--- config.mk ---
export PLATFORM = sky130hd
export DESIGN_NAME = hazard_stall_unit
export DESIGN_NICKNAME = d
export VERILOG_FILES = /design/src/rtl/hazard_stall_unit.sv
export SDC_FILE = /design/constraint.sdc
export NUM_CORES = 1
export LEC_CHECK = 0
export CORE_MARGIN = 1
export CORE_UTILIZATION = 42
export CTS_BUF_LIST = sky130_fd_sc_hd__clkbuf_16
export DETAILED_ROUTE_END_ITERATION = 7
export PLACE_DENSITY = 0.84
export SYNTH_ARGS = -nofsm -noshare
export SYNTH_HDL_FRONTEND = slang
export SYNTH_SLANG_ARGS = --single-unit
--- constraint.sdc ---
create_clock -name clk -period 1.76 [get_ports clk]
set_input_delay 0.176 -clock clk [delete_from_list [all_inputs] [get_ports clk]]
set_output_delay 0.176 -clock clk [all_outputs]
set_load 0.02 [all_outputs]
--- src/rtl/hazard_stall_unit.sv ---
// hazard_stall_unit
//   Load-use hazard detection and pipeline stall/flush control for a
//   classic 5-stage pipeline. A load in EX whose destination feeds a source
//   of the instruction in ID inserts STALL_CYCLES bubbles into ID/EX. A taken
//   branch resolved in EX flushes IF/ID and ID/EX and abandons any stall.
//
// Parameters
//   STALL_CYCLES  bubbles per load-use hazard (1..7)
//   CNT_W         width of the saturating performance counters
//
// Ports
//   clk, arst_n          clock, asynchronous active-low reset
//   rs1_id, rs2_id       ID-stage source registers
//   use_rs1_id/_rs2_id   ID instruction actually reads rs1/rs2
//   rd_ex, mem_read_ex   EX-stage destination and load flag
//   branch_taken_ex      taken branch/jump resolved in EX
//   pc_write, if_id_write          register enables
//   id_ex_bubble                   insert NOP into ID/EX
//   if_id_flush, id_ex_flush       clear IF/ID, ID/EX
//   stall_cnt, flush_cnt           saturating event counters
module hazard_stall_unit #(
  parameter int unsigned STALL_CYCLES = 1,
  parameter int unsigned CNT_W        = 16
) (
  input  logic             clk,
  input  logic             arst_n,
  input  logic [4:0]       rs1_id,
  input  logic [4:0]       rs2_id,
  input  logic             use_rs1_id,
  input  logic             use_rs2_id,
  input  logic [4:0]       rd_ex,
  input  logic             mem_read_ex,
  input  logic             branch_taken_ex,
  output logic             pc_write,
  output logic             if_id_write,
  output logic             id_ex_bubble,
  output logic             if_id_flush,
  output logic             id_ex_flush,
  output logic [CNT_W-1:0] stall_cnt,
  output logic [CNT_W-1:0] flush_cnt
);

  typedef enum logic {
    RUN,
    STALL
  } state_e;

  // The hazard cycle itself is the first bubble, so the STALL state only
  // covers the remaining STALL_CYCLES-1 cycles.
  localparam logic [2:0] REM_INIT = 3'(STALL_CYCLES - 1);

  state_e           state_q, state_d;
  logic [2:0]       rem_q, rem_d;
  logic [CNT_W-1:0] stall_cnt_q, flush_cnt_q;
  logic             hazard;

  // x0 is hard-wired zero, so a load targeting it can never create a hazard.
  always_comb begin
    hazard = mem_read_ex && (rd_ex != 5'd0) &&
             ((use_rs1_id && (rs1_id == rd_ex)) ||
              (use_rs2_id && (rs2_id == rd_ex)));
  end

  // State register
  always_ff @(posedge clk or negedge arst_n) begin
    if (!arst_n) begin
      state_q <= RUN;
      rem_q   <= '0;
    end else begin
      state_q <= state_d;
      rem_q   <= rem_d;
    end
  end

  // Next-state logic; a taken branch overrides everything.
  always_comb begin
    state_d = state_q;
    rem_d   = rem_q;
    if (branch_taken_ex) begin
      state_d = RUN;
      rem_d   = '0;
    end else begin
      case (state_q)
        RUN: begin
          if (hazard && (STALL_CYCLES > 1)) begin
            state_d = STALL;
            rem_d   = REM_INIT;
          end
        end
        STALL: begin
          rem_d = rem_q - 3'd1;
          if (rem_q == 3'd1) begin
            state_d = RUN;
          end
        end
        default: begin
          state_d = RUN;
          rem_d   = '0;
        end
      endcase
    end
  end

  // Output logic (Mealy on hazard/branch). Reset forces every control low
  // combinationally so the pipeline is frozen while arst_n is held.
  always_comb begin
    pc_write     = 1'b0;
    if_id_write  = 1'b0;
    id_ex_bubble = 1'b0;
    if_id_flush  = 1'b0;
    id_ex_flush  = 1'b0;
    if (arst_n) begin
      if (branch_taken_ex) begin
        pc_write    = 1'b1;
        if_id_write = 1'b1;
        if_id_flush = 1'b1;
        id_ex_flush = 1'b1;
      end else if ((state_q == STALL) || hazard) begin
        id_ex_bubble = 1'b1;
      end else begin
        pc_write    = 1'b1;
        if_id_write = 1'b1;
      end
    end
  end

  // Saturating performance counters
  always_ff @(posedge clk or negedge arst_n) begin
    if (!arst_n) begin
      stall_cnt_q <= '0;
      flush_cnt_q <= '0;
    end else begin
      if (id_ex_bubble && (stall_cnt_q != '1)) begin
        stall_cnt_q <= stall_cnt_q + CNT_W'(1);
      end
      if (branch_taken_ex && (flush_cnt_q != '1)) begin
        flush_cnt_q <= flush_cnt_q + CNT_W'(1);
      end
    end
  end

  assign stall_cnt = stall_cnt_q;
  assign flush_cnt = flush_cnt_q;

endmodule

==> reports/results.ini, run 1 <==
[sta]
setup_viol=3
period_share_pct=101.3
fin_crit_ns=1.783
rsz0062_at_grt=yes
setup_slack_ns=-0.02275
drv_slew=0
max_slew_margin_pct=74.61
hold_viol_final=0
fmax_mhz=560.9
hold_ws_ns=0.04232
worst_slew_pin_slew_ns=0.3809
finalClockSkew_ns=0.002550
finalSetupTns_ns=-0.03223

[die]
fp.dieW_um=68.83
io_pins=58
die_area_mm2=0.004737
num_rows=23
start_util_pct=45.26
coreArea_mm2=0.004144
die_y_um=68.83

[pwr]
powerDensity_mw_per_mm2=856.6
p_leak_nw=1.422
ir_worst_vdd_uv=1059
finalPower_mw=2.660

[cells_and_area]
final_common_cell=buf_4
fin_nets=309
most-common-layout-cells=43 x buf_4, 36 x clkdlybuf4s50_1, 30 x dfrtp_1
area_delta_synth_final_pct=65.58
drive_gt1_share_pct=35.21
fin_cells=334
fin_util_pct=74.94
final_area_mm2=0.003105
insertedDiodeCount=0

[critical_path]
reg2reg_from=flush_cnt[4]$_DFFE_PN0P_
cp-start-kind=flip-flop
cp_data_arrival_time_ns=1.94
path_class=flip-flop to flip-flop
required_ns=1.92
crit_fanout=8
crit_start=flush_cnt[4]$_DFFE_PN0P_
endpoint_kind=flip-flop
reg2regPathDepth=6

[route]
wl_um=4915
postRouteAntennaNets=0
wl_per_cell_um=14.72
drt-vias-per-instance=5.000
drc_errors=0
via_count=1670
drt-initial-drc-count=62
dr.pass1.iters=4

[logic_synthesis]
synthSimpleGateAreaFrac_pct=22.28
synth_top_family_by_area=simple AND/OR/NAND/NOR gates
synth_fp_nets=204
synth-seq-cells=36
synth_fa_ha_area_share_pct=2.668
netlist_area_mm2=0.001876
muxShareOfSynthArea_pct=1.801
syn_inst=179
yosysWarnings=0
ys_types=34
postSynthAreaPerCell_um2=10.48
synth_compound_area_share_pct=4.003
yosysSeqAreaShare_pct=48.03
synthXorXnorAreaFrac_pct=19.15

[clock_tree]
clkSinkCount=36
cts_tree=done
clk_latency_ns=0.28
clockRootBuffer=clkbuf_16
htreeDepth=2
clk_path_buf_depth=2
clk_pin_slew_ns=0.05
cts_made_buffers=5

[place]
dpl_cell_area_mm2=0.002780
post-place-ws_ns=-0.7347
hpwl_um=3337
port_buffers=57
dp.cells=318
gp_congestion=0.8357

[run]
drv_cap=0

[status]
status=complete, but fails checks
violations=setup timing

[global_routing]
grt_pass1_vias=1657
grt-ovfl-total=0
antenna_found_initial=0
track_usage_pct=22.20
grt_pass1_wl_um=7590
grt_max_degree=31

[min_path]
hp-class=input pin to async pin

final timing paths:
check                                                  to  slack, ns
max in group asynchronous            rem_q[1]$_DFFE_PN0P_       1.08
worst max register to register   flush_cnt[1]$_DFFE_PN0P_      -0.02
worst max-delay path             flush_cnt[1]$_DFFE_PN0P_      -0.02
worst min-delay path             flush_cnt[2]$_DFFE_PN0P_       0.04
min in group clk                flush_cnt[15]$_DFFE_PN0P_       0.50
worst min register to register  flush_cnt[15]$_DFFE_PN0P_       0.50
registers in the layout (all words and copies together) (netlist names):
register   flops
stall_cnt     16
flush_cnt     16
rem_q          3
state_q        1
cell families (layout without fill, tap and decap cells):
group,Yosys count,after routing
simple gates,79,79
xor+xnor,41,41
flops,36,36
compound gates,8,8
buf+inv,8,113
fa+ha+maj,4,4
mux,3,3
area by class of cell:
cell class	instances	area [um^2]
clock buffer	5	125.1
clock inverter	2	7.507
fill	278	1039
inverter	4	15.01
multi-input combinational	135	1097
sequential	36	908.4
tap	50	62.56
timing repair buffer	102	889.6
cell usage after synthesis:
cell      number  area [um^2]
a211oi_1       1        7.510
a21boi_0       1        7.510
a21o_1         1        7.510
a21oi_2        1        8.760
a21oi_4        1        16.27
and2_1         1        6.260
and3_1         6        37.54
and4_1         1        8.760
and4_4         1        11.26
buf_2          1        5.000
buf_4          2        15.01
clkbuf_1       1        3.750
dfrtp_1       36        900.9
ha_1           4        50.05
inv_1          4        15.01
mux2_1         1        11.26
mux2_2         2        22.52
nand2_1       23        86.33
nand2_2        1        6.260
nand2b_1       1        6.260
nand3_1       14        70.07
nand4_1        5        31.28
nor2_1        12        45.04
nor2b_1        3        18.77
nor3_1         5        25.02
nor3b_1        2        15.01
nor4_1         1        6.260
nor4_2         1        12.51
nor4b_4        1        23.77
o21a_1         2        15.01
o22ai_2        1        12.51
or4_1          1        7.510
xnor2_1       28        245.2
xor2_1        13        113.9
repair_timing:
item,CTS,global route
pin swaps,19,27
endpoints found under the hold margin,6,0
setup endpoints to repair,22,31
hold buffers,1,0
buffers inserted,3,6
gates resized for setup,54,31
where the power goes:
group	total [mW]	switching [mW]	leakage (nW)	internal [mW]
clock	0.806	0.301	0.0723	0.505
combinational	0.855	0.415	0.872	0.440
sequential	1.00	0.0737	0.478	0.926
total	2.66	0.789	1.42	1.87
per-layer routing:
metal	track usage [%]	routed length (um)	vias to the layer above
li1	-	-	817
met1	26.93	2087	811
met2	38.36	2609	40
met3	7.072	204	2
met4	4.847	14	0
met5	0	0	-
worst max-delay path, stage by stage (launching register included):
cell	delay (ns)
dfrtp_2	0.35
and4_4	0.22
and3_4	0.18
and3_4	0.20
nand4_1	0.19
nand2_4	0.20
mux2_4	0.31
(Power assumes the default switching activity.)
==> run 2, diff against run 1 <==
- SETUP_SLACK_MARGIN: default -> 0.02
==> reports/results.ini, run 2 (synthesis results as in run 1) <==
[route]
postRouteAntennaNets=0  ; unchanged
wl_um=5271  ; +7.2%
wl_per_cell_um=15.64  ; +6.3%
drc_errors=0  ; unchanged
dr.pass1.iters=4  ; unchanged
drt-vias-per-instance=5.163  ; +3.3%
drt-initial-drc-count=86  ; +39%
via_count=1740  ; +4.2%

[die]
coreArea_mm2=0.004144  ; unchanged
start_util_pct=45.26  ; unchanged
fp.dieW_um=68.83  ; unchanged
die_area_mm2=0.004737  ; unchanged
die_y_um=68.83  ; unchanged
io_pins=58  ; unchanged
num_rows=23  ; unchanged

[clock_tree]
clk_path_buf_depth=2  ; unchanged
clkSinkCount=36  ; unchanged
clk_pin_slew_ns=0.05  ; about the same
cts_tree=done
clk_latency_ns=0.28  ; about the same
clockRootBuffer=clkbuf_16
cts_made_buffers=5  ; unchanged
htreeDepth=2  ; unchanged

[sta]
fin_crit_ns=1.778  ; -0.004270 ns
worst_slew_pin_slew_ns=0.3829  ; +0.001991 ns
max_slew_margin_pct=74.42  ; -0.19 points
rsz0062_at_grt=yes
setup_viol=1  ; -2
setup_slack_ns=-0.01848  ; +0.004270 ns
drv_slew=0  ; unchanged
fmax_mhz=562.3  ; +0.24%
hold_viol_final=0  ; unchanged
finalClockSkew_ns=0.004337  ; +0.001787 ns
period_share_pct=101.0  ; -0.24 points

[global_routing]
antenna_found_initial=0  ; unchanged
grt_max_degree=29  ; -6.5%
grt_pass1_wl_um=7886  ; +3.9%
grt-ovfl-total=0  ; unchanged
track_usage_pct=23.62  ; +1.4 points
grt_pass1_vias=1648  ; -0.54%

[cells_and_area]
n_fill_cell=282  ; +1.4%
drive_gt1_share_pct=36.59  ; +1.4 points
area_delta_synth_final_pct=69.98
layout.area.seq_um2=909.6  ; +0.14%
most-common-layout-cells=42 x buf_4, 36 x clkdlybuf4s50_1, 29 x dfrtp_1
insertedDiodeCount=0  ; unchanged
final_area_mm2=0.003188  ; +2.7%
multiInputGateArea_mm2=0.001140  ; +3.9%
fin_nets=311  ; +0.65%
final_common_cell=buf_4

[critical_path]
path_class=flip-flop to flip-flop
endpoint_kind=flip-flop
crit_fanout=8  ; unchanged
crit_start=flush_cnt[6]$_DFFE_PN0P_
cp_slowest_stage_delay_ns=0.37  ; +0.02 ns
slowest_stage=dfrtp_2
cp_data_arrival_time_ns=1.94  ; about the same
cp-start-kind=flip-flop
reg2reg_from=flush_cnt[6]$_DFFE_PN0P_
required_ns=1.92  ; about the same
path_common_cell=and3_4
cp_cell_sequence=and4_4 > and3_4 > and3_4 > nand4_1 > nand2_4 > mux2_4
regToRegSetupSlack_ns=-0.02  ; about the same

[place]
post-place-ws_ns=-0.7487  ; -0.01400 ns
hpwl_um=3463  ; +3.8%
dpl_cell_area_mm2=0.002796  ; +0.58%
gp_congestion=0.8335  ; -0.26%
port_buffers=57  ; unchanged

[pwr]
powerDensity_mw_per_mm2=836.8  ; -2.3%
p_leak_nw=1.481  ; +4.1%
ir_worst_vdd_uv=1091  ; +3.0%

[status]
status=complete, but fails checks
violations=setup timing

[min_path]
hp-class=input pin to async pin

[run]
drv_cap=0  ; unchanged

==> run 2: cell types whose count changed in the layout (fill, tap and decap cells not counted), moves of 2 or more <==
cell	change
nor2_4	+2
clkdlybuf4s15_1	-4
nor2_2	-2
dlygate4sd2_1	+5
nand2_4	+2
buf_2	-2
buf_6	+4
==> run 2: worst paths after layout <==
check,end,cells past startpoint
setup / recovery,flush_cnt[1]$_DFFE_PN0P_,6
min in group clk,stall_cnt[1]$_DFFE_PN0P_,5
hold / removal,flush_cnt[11]$_DFFE_PN0P_,2
hold reg to reg,flush_cnt[15]$_DFFE_PN0P_,1
max in group asynchronous,state_q$_DFF_PN0_,3
setup reg to reg,flush_cnt[1]$_DFFE_PN0P_,6
==> run 2: routing by layer <==
metal / track usage, % / up-vias / share of wire [%]
met4: 8.673 / 0 / 1.6
met1: 27.86 / 855 / 40
met5: 0 / - / 0
li1: - / 823 / -
met2: 40.56 / 50 / 54
met3: 6.908 / 12 / 4.3
==> run 2: where the power goes <==
group	internal, mW	switching, mW
combinational	0.433	0.423
sequential	0.926	0.0693
clock	0.508	0.309
total	1.87	0.801
==> run 2: worst max-delay path: cells and delay by family, from the launching register on <==
family,cells,cell delay [ns]
flip-flops,1,0.37
AND/OR/NAND/NOR,5,0.97
multiplexers,1,0.31
==> run 2: per-stage QoR <==
step                total power, mW  hold slack (ns)  util, %  cells    TNS, ns
CTS                           2.666          0.01999    74.00    334          0
finish                        2.668          0.03655    76.93    337   -0.01848
global placement              1.793          0.03067    67.48    320     -8.397
floorplan                     1.378          -0.1196        -    179  -0.005465
detailed placement            1.814          0.02798    67.48    320     -9.806
global route                  2.806          0.05648    76.93    337    -0.3095
==> run 2: area by class of cell <==
cell class                 count  area share, %
clock buffer                   5          3.925
clock inverter                 3         0.3532
inverter                       4         0.4710
multi-input combinational    135          35.75
sequential                    36          28.53
tap                           50          1.962
timing repair buffer         104          29.00
==> run 2: timing repair <==
| item | in CTS | in global routing |
|---|---|---|
| endpoints found under the hold margin | 8 | 0 |
| setup buffers | 4 | 3 |
| cloned | 0 | 0 |
| setup endpoints to repair | 27 | 31 |
| gates resized for setup | 69 | 25 |
| pin swaps | 24 | 14 |
| hold buffers | 2 | 0 |
